$ cat src/rtl/seg7_pkg.sv
// Shared constants and types for the seven-segment display reader.
// Optional build macro used by the top: SEG7_ERRCNT_EN.
package seg7_pkg;

  localparam int unsigned SEG_W = 7;
  localparam int unsigned VAL_W = 4;
  localparam int unsigned CNT_W = 8;

  localparam logic [SEG_W-1:0] BLANK = 7'h7F;

  // Active-low glyphs for hex digits; element i is the glyph for value i.
  localparam logic [15:0][SEG_W-1:0] SEG_PATTERNS = {
    7'h0E, 7'h06, 7'h21, 7'h46, 7'h03, 7'h08, 7'h10, 7'h00,
    7'h78, 7'h02, 7'h12, 7'h19, 7'h30, 7'h24, 7'h79, 7'h40
  };

  typedef enum logic [1:0] {
    SETTLE      = 2'd0,
    HOLD        = 2'd1,
    WAIT_CHANGE = 2'd2
  } state_t;

endpackage

$ cat src/rtl/seg7_pattern_match.sv
// Combinational glyph lookup: segment pattern to hex value, hit and blank flags.
module seg7_pattern_match
  import seg7_pkg::*;
(
  input  logic [SEG_W-1:0] pat,
  output logic [VAL_W-1:0] value,
  output logic             hit,
  output logic             blank
);

  // Glyphs are unique, so at most one entry can match.
  always_comb begin
    value = '0;
    hit   = 1'b0;
    for (int i = 0; i < 16; i++) begin
      if (pat == SEG_PATTERNS[i]) begin
        value = VAL_W'(i);
        hit   = 1'b1;
      end
    end
  end

  assign blank = (pat == BLANK);

endmodule

$ cat src/rtl/seg7_reader.sv
// Debounces a seven-segment bus and delivers each newly displayed hex digit once
// over a valid/ready handshake. Define SEG7_ERRCNT_EN to add the ERR_COUNT port.
module seg7_reader
  import seg7_pkg::*;
#(
  parameter int unsigned STABLE_CYCLES = 4
) (
  input  logic             CLOCK_50,
  input  logic             RESET,
  input  logic [SEG_W-1:0] HEX_IN,
  output logic [VAL_W-1:0] DIGIT,
  output logic             DIGIT_VALID,
  input  logic             DIGIT_READY,
  output logic             PAT_ERR
`ifdef SEG7_ERRCNT_EN
  ,
  output logic [CNT_W-1:0] ERR_COUNT
`endif
);

  localparam logic [CNT_W-1:0] CNT_THRESH = CNT_W'(STABLE_CYCLES - 1);
  localparam logic [CNT_W-1:0] CNT_MAX    = '1;

  state_t           state, state_n;
  logic [SEG_W-1:0] hex_q, last_pat, last_pat_n;
  logic [CNT_W-1:0] cnt, cnt_n;
  logic [VAL_W-1:0] digit_n;
  logic             valid_n, err_n;

  logic [VAL_W-1:0] match_value;
  logic             match_hit, match_blank;

  seg7_pattern_match u_match (
    .pat   (HEX_IN),
    .value (match_value),
    .hit   (match_hit),
    .blank (match_blank)
  );

  always_ff @(posedge CLOCK_50 or posedge RESET) begin
    if (RESET) state <= SETTLE;
    else       state <= state_n;
  end

  always_comb begin
    state_n    = state;
    digit_n    = DIGIT;
    valid_n    = DIGIT_VALID;
    err_n      = 1'b0;
    last_pat_n = last_pat;
    if (HEX_IN != hex_q)     cnt_n = '0;
    else if (cnt != CNT_MAX) cnt_n = cnt + CNT_W'(1);
    else                     cnt_n = cnt;

    unique case (state)
      SETTLE: begin
        // Decide on the edge that completes STABLE_CYCLES identical samples.
        if ((HEX_IN == hex_q) && (cnt >= CNT_THRESH)) begin
          last_pat_n = HEX_IN;
          state_n    = WAIT_CHANGE;
          if (match_hit) begin
            digit_n = match_value;
            valid_n = 1'b1;
            state_n = HOLD;
          end else if (!match_blank) begin
            err_n = 1'b1;
          end
        end
      end
      HOLD: begin
        if (DIGIT_VALID && DIGIT_READY) begin
          valid_n = 1'b0;
          if (HEX_IN == last_pat) begin
            state_n = WAIT_CHANGE;
          end else begin
            state_n = SETTLE;
            cnt_n   = '0;
          end
        end
      end
      WAIT_CHANGE: begin
        if (HEX_IN != last_pat) begin
          state_n = SETTLE;
          cnt_n   = '0;
        end
      end
      default: state_n = SETTLE;
    endcase
  end

  always_ff @(posedge CLOCK_50 or posedge RESET) begin
    if (RESET) begin
      hex_q       <= BLANK;
      last_pat    <= BLANK;
      cnt         <= '0;
      DIGIT       <= '0;
      DIGIT_VALID <= 1'b0;
      PAT_ERR     <= 1'b0;
    end else begin
      hex_q       <= HEX_IN;
      last_pat    <= last_pat_n;
      cnt         <= cnt_n;
      DIGIT       <= digit_n;
      DIGIT_VALID <= valid_n;
      PAT_ERR     <= err_n;
    end
  end

`ifdef SEG7_ERRCNT_EN
  // Counts in step with the PAT_ERR pulse, sticking at all-ones.
  always_ff @(posedge CLOCK_50 or posedge RESET) begin
    if (RESET)                            ERR_COUNT <= '0;
    else if (err_n && ERR_COUNT != CNT_MAX) ERR_COUNT <= ERR_COUNT + CNT_W'(1);
  end
`endif

endmodule

$ cat config.mk
export PLATFORM = sky130hd
export DESIGN_NAME = seg7_reader
export DESIGN_NICKNAME = d
export VERILOG_FILES = /design/src/rtl/seg7_pkg.sv /design/src/rtl/seg7_pattern_match.sv /design/src/rtl/seg7_reader.sv
export SDC_FILE = /design/constraint.sdc
export NUM_CORES = 1
export LEC_CHECK = 0
export CAP_MARGIN = 20
export CORE_MARGIN = 8
export CORE_UTILIZATION = 52
export CTS_CLUSTER_DIAMETER = 100
export DETAILED_ROUTE_END_ITERATION = 10
export HOLD_SLACK_MARGIN = 0.08
export PLACE_DENSITY = 0.76
export SKIP_LAST_GASP = 1
export SYNTH_ARGS = -nofsm -noshare
export SYNTH_HDL_FRONTEND = slang
export SYNTH_SLANG_ARGS = --single-unit
$ cat constraint.sdc
create_clock -name CLOCK_50 -period 1.83 [get_ports CLOCK_50]
set_input_delay 0.183 -clock CLOCK_50 [delete_from_list [all_inputs] [get_ports CLOCK_50]]
set_output_delay 0.183 -clock CLOCK_50 [all_outputs]
set_load 0.01 [all_outputs]
After elaboration in Yosys (flattened, before gate mapping)
Cells that the tools add are included.
{"block": "op_classes", "add_sub_neg": 1, "magnitude_cmp": 1, "eq_ne": 27, "n_mux": 51, "n_reduce_logical": 9}
{"op": "8-bit 2-to-1 mux", "count": 5}
{"op": "7-bit equality test, second input constant", "count": 5}
{"op": "4-bit 2-to-1 mux", "count": 8}
{"op": "1-bit 2-to-1 mux", "count": 24}
{"op": "7-bit by 5-bit equality test with 1-bit output, second input constant", "count": 3}
{"op": "7-bit by 6-bit equality test with 1-bit output, second input constant", "count": 3}
{"op": "8-bit one-hot mux with 2 select lines", "count": 1}
{"op": "7-bit by 2-bit equality test with 1-bit output, second input constant", "count": 2}
{"op": "7-bit by 4-bit equality test with 1-bit output, second input constant", "count": 2}
{"op": "7-bit equality test", "count": 2}
{"op": "2-bit 2-to-1 mux", "count": 7}
{"op": "7-bit inequality test", "count": 2}
{"op": "3-bit 2-to-1 mux", "count": 4}
{"op": "8-bit by 1-bit adder with 8-bit output, second input constant", "count": 1}
{"op": "8-bit by 2-bit greater-or-equal comparator with 1-bit output, second input constant", "count": 1}
{"op": "2-bit inequality test, second input constant", "count": 4}
{"op": "8-bit inequality test, second input constant", "count": 1}
{"op": "7-bit by 3-bit equality test with 1-bit output, second input constant", "count": 1}
{"op": "7-bit logical NOT", "count": 1}
{"op": "2-bit one-hot mux with 3 select lines", "count": 1}
{"op": "3-bit AND reduction", "count": 2}
{"op": "4-bit AND reduction", "count": 1}
{"op": "2-bit by 1-bit equality test with 1-bit output, second input constant", "count": 1}
{"op": "2-bit equality test, second input constant", "count": 1}
{"op": "5 further kinds", "count": 6}
{"block": "word_totals", "register_bits": 30, "input_bits": 10, "out_inout_bits": 6, "elab_cells": 96}

Logic depth before layout (Yosys ltp)
{"block": "depth", "ltp_word": 20, "depth_mapped": 7, "mapped_depth_nobuf": 6}

By module
A second synthesis with hierarchy kept.
{"block": "hier_totals", "cells_unflattened": 174, "hier_area_um2": 1791.7}
{"module": "seg7_reader", "instances": 1, "cells_each": 124, "area_each_um2": 1476.4, "seq_area_each_um2": 768.2}
{"module": "seg7_pattern_match", "instances": 1, "cells_each": 50, "area_each_um2": 315.3, "seq_area_each_um2": 0.0}

Worst setup path after synthesis
No wires, ideal clock.
{"block": "synth_timing", "path_type": "register to register", "from": "reg cnt[7]", "to": "reg DIGIT[3]", "setup_time_ps": 127, "arrival_ps": 1771, "required_ps": 1703, "setup_slack_ps": -69, "stages_incl_launch_ff": 6, "path_buffers": 0, "synth_period_minus_slack_ps": 1899, "cell_sequence": "dfrtp_1 > or4_1 > nor4_2 > nor3_4 > o311ai_4 > mux2_1"}
{"block": "synth_between", "elab_chain_cells": 3}
{"item": "start: declaration", "line": "seg7_reader.sv:26", "text": "logic [CNT_W-1:0] cnt, cnt_n;"}
{"item": "start signal: assignment", "line": "seg7_reader.sv:102", "text": "cnt <= cnt_n;"}
{"item": "8-bit by 2-bit greater-or-equal comparator with 1-bit output", "line": "seg7_reader.sv:58", "text": "if ((HEX_IN == hex_q) && (cnt >= CNT_THRESH)) begin"}
{"item": "1-bit logical AND", "line": "seg7_reader.sv:58"}
{"item": "3-bit AND reduction (no line)"}
{"item": "end signal: assignment", "line": "seg7_reader.sv:103", "text": "DIGIT <= digit_n;"}
{"item": "end: declaration", "line": "seg7_reader.sv:11", "text": "output logic [VAL_W-1:0] DIGIT,"}
No other way between the ends.
A chain may end at the register's enable or synchronous reset.

Final worst setup path
{"block": "layout_timing", "from": "reg hex_q[6]", "to": "reg DIGIT[3]"}
{"block": "layout_between", "elab_chain_cells": 3}
{"item": "start: declaration", "line": "seg7_reader.sv:25", "text": "logic [SEG_W-1:0] hex_q, last_pat, last_pat_n;"}
{"item": "start signal: assignment", "line": "seg7_reader.sv:93", "text": "hex_q <= BLANK;"}
{"item": "start signal: assignment", "line": "seg7_reader.sv:100", "text": "hex_q <= HEX_IN;"}
{"item": "7-bit equality test", "line": "seg7_reader.sv:58"}
{"item": "1-bit logical AND", "line": "seg7_reader.sv:58"}
{"item": "3-bit AND reduction (no line)"}
No other way between the ends.

==> results.tsv <==
stage	metric	value	unit
clock_network	H-tree depth	2	
placement	gp weighted congestion	0.8247	
grt	first-pass GRT wire length	7962	um
die	die width	76.56	um
clock_network	TritonCTS Buffers	5	
cells_and_area	most frequent cells in the layout	44 x buf_4, 16 x dfrtp_1, 14 x nor2_1, 14 x dfstp_2, 11 x xor2_1	
timing	RSZ-0062 raised after global routing	yes	
worst_setup_path	CP max-delay cell	dfstp_2	
clock_network	CTS root buffer	clkbuf_8	
clock_network	Reg clk slew, reported paths	0.07	ns
cells_and_area	fraction of layout instances using a drive strength above 1	0.4262	
timing	clock skew	0.005617	ns
synthesis	largest family of logic cells by synthesized area	simple AND/OR/NAND/NOR gates	
drt	# DRC	0	
worst_setup_path	Arrival @ worst endpoint	2.08	ns
power	Switch Pwr	0.0004684	W
die	Die Area	0.005861	sq mm
cells_and_area	# diodes	0	
timing	Hold WS	0.2637	ns
cells_and_area	commonest non-fill, non-tap cell in the layout	buf_4	
cells_and_area	end-of-flow core utilization	0.7429	
clock_network	clk_lat worst skew	0.28	ns
timing	Final period util	1.047	
run	maxcap violations	0	
worst_setup_path	Worst setup SP type	flop	
power	Pwr Density	660.8	mW/mm^2
grt	largest net degree at the start of global routing	31	
grt	initial antenna violation count	0	
timing	slack of the critical path	-0.08621	ns
synthesis	Synth Area in Compound Gates	0.1148	
die	Placement Rows	22	
timing	Final Hold Fails	0	
worst_setup_path	worst reg2reg endpoint	DIGIT[3]$_DFFE_PP0P_	
synthesis	Mapped Area	0.001907	sq mm
power	total power	0.001770	W
timing	worst-margin pin slew	0.4719	ns
drt	Antenna Nets Post-Route	0	
clock_network	clk buf depth	2	
placement	DP HPWL	3276	um
clock_network	CTS tree	built	
min_path	Hold Crit Class	in2async	
synthesis	Syn. warnings	0	
power	Pint	0.001302	W
drt	drt pass-1 iters	4	
placement	Post-DP Area	0.002397	sq mm
power	worst IR drop on VDD	0.5564	mV
cells_and_area	Fill cells	241	
drt	Vias/cell	5.798	
cells_and_area	P&R area growth vs syn	40.49	%
synthesis	Main synth FF type	dfrtp_1	
placement	dpl ws	-0.4751	ns
synthesis	Cell variety after synth	56	
worst_setup_path	cell chain of the critical path	xnor2_1 -> nand4_1 -> nor3_4 -> o311ai_4 -> mux2_1	
drt	via count	1693	
synthesis	number of flops mapped to enable cells by yosys	0	
worst_setup_path	Reg2Reg Depth	5	
synthesis	sequential area share after synthesis	0.4029	
timing	relative slew slack	0.6773	
drt	WL per Instance	17.63	um
synthesis	Synth Area in Adders	0.02625	
power	Clk pwr share	0.396	
grt	grt ovf	0	
die	Die Y	76.56	um
drt	DRT iter0 DRCs	104	
worst_setup_path	critical path type	reg2reg	
synthesis	mux cell area share after synthesis	0.08661	
clock_network	clock sink count	30	
synthesis	syn_nets	193	
synthesis	ys async rst share	1.000	
worst_setup_path	Crit Path Max Fanout	4	
worst_setup_path	CP endpoint kind	flop	
die	starting density of the core	0.5288	
run_status	outcome	finished with violations	
cells_and_area	Final #Nets	257	
drt	WL final	5149	um
synthesis	post-synth top area share	0.2100	
power	sequential share of power	0.398	
timing	Final min period	1.916	ns
synthesis	leading area contributor after synthesis	dfrtp_1	
power	Lkg Pwr	1.244	nW
grt	vias in the first global route	1717	
power	combinational share of power	0.206	
die	Ports	16	
grt	GRT Util Overall	0.1667	
power	Sw Share	0.2646	
die	Core Area	0.003606	sq mm
clock_network	cts hold-fix bufs	0	
synthesis	average cell area after synthesis	10.65	sq um
run_status	failing checks	negative setup slack	
synthesis	Synth Area in Simple Gates	0.2382	
timing	final setup vio count	11	
synthesis	Post-Synth XOR/XNOR Area	0.09186	
worst_setup_path	R2R Path Start	hex_q[6]$_DFF_PP1_	
worst_setup_path	Register-to-Register Setup Slack	-0.09	ns
synthesis	ranking of synthesized cells by area	dfrtp_1 21%, dfstp_2 19%, xor2_1 5.1%	
synthesis	synthesized flop and latch total	30	
worst_setup_path	crit-path max cell delay	0.54	ns
cells_and_area	post-route cell area	0.002679	sq mm
placement	Port Buf Inserts	15	
timing	max-slew violation count	0	
synthesis	Cells after Synth	179	
worst_setup_path	WP data required	1.99	ns
timing	Max Clock Freq	521.9	MHz
-- synthesized netlist by cell type (2+ instances only) --
cell type / number
nor4_2: 2
dfrtp_1: 16
nand4_1: 6
o21ai_0: 2
xnor2_1: 9
o21ai_1: 2
nand3_1: 8
mux2_4: 3
a21oi_1: 4
and4_1: 2
nand4b_1: 2
nor4bb_1: 2
dfstp_2: 14
nand2b_1: 2
o31ai_1: 2
inv_1: 4
ha_1: 4
and3_1: 2
mux2i_1: 3
nor3b_1: 4
and3b_1: 2
mux2_1: 8
buf_6: 2
nand2_1: 7
buf_2: 6
xor2_1: 11
nor3_2: 3
nor2_1: 14
a31oi_1: 2
nor3_1: 5
-- cell families after synthesis --
kind of cell    after synthesis
fa+ha+maj                     4
mux                          14
simple gates                 71
xor+xnor                     20
flops                        30
buf+inv                      13
compound gates               27
-- layout make-up --
class	count	area, sq um	area share
multi-input cells	136	1156	0.4316
flip-flops and latches	30	768.2	0.2868
repair buffers	66	563.0	0.2102
clock buffers	7	86.33	0.03223
well taps	48	60.06	0.02242
clock inverters	1	30.03	0.01121
inverters	4	15.01	0.005605
-- per-layer routing --
layer  wire, um  vias to the layer above  GRT usage
met5          0                        -          0
met2       2613                       71     0.2776
li1           -                      786          -
met1       2074                      815     0.1877
met3        324                       21    0.05778
met4        136                        0    0.07308
-- through the flow --
| stage | TNS [ns] | instances |
|---|---|---|
| floorplan | -0.007165 | 179 |
| global placement | -8.092 | 275 |
| detailed placement | -9.245 | 275 |
| CTS | -0.6170 | 286 |
| global route | -1.347 | 292 |
| finish | -0.5650 | 292 |
-- timing repair --
action,4_1_cts,5_1_grt
buffers inserted,3,6
endpoints found under the setup margin,23,22
resized for setup,23,10
endpoints found under the hold margin,0,0
pin swaps,4,8
-- power by group through the flow --
| stage | logic (W) | registers [W] | clock network, W |
|---|---|---|---|
| after floorplan | 0.000193 | 0.000710 | 0 |
| after global placement | 0.000295 | 0.000713 | 0 |
| after detailed placement | 0.000307 | 0.000713 | 0 |
| after CTS | 0.000329 | 0.000703 | 0.000709 |
| after global routing | 0.000395 | 0.000706 | 0.000747 |
| final | 0.000365 | 0.000704 | 0.000701 |
-- flip-flops by register name, summed over array words and instances, names as in the netlist --
name,cells
state,2
PAT_ERR,1
last_pat,7
DIGIT_VALID,1
cnt,8
hex_q,7
DIGIT,4
-- worst max-delay path: cells and delay by family (launching register included) --
family          cells  cell delay (ns)
compound gates      1             0.20
xor+xnor            1             0.12
flops               1             0.54
mux                 1             0.35
simple gates        2             0.59
-- worst max-delay path by stage --
stage,from,end,depth (start not counted)
6_report,hex_q[6]$_DFF_PP1_,DIGIT[3]$_DFFE_PP0P_,5
5_1_grt,cnt[7]$_DFF_PP0_,DIGIT[3]$_DFFE_PP0P_,5
4_1_cts,cnt[7]$_DFF_PP0_,DIGIT[3]$_DFFE_PP0P_,5
3_5_place_dp,HEX_IN[4],DIGIT[3]$_DFFE_PP0P_,6
3_3_place_gp,HEX_IN[4],DIGIT[3]$_DFFE_PP0P_,6
2_1_floorplan,cnt[7]$_DFF_PP0_,DIGIT[3]$_DFFE_PP0P_,5
(Power assumes the default switching activity.)
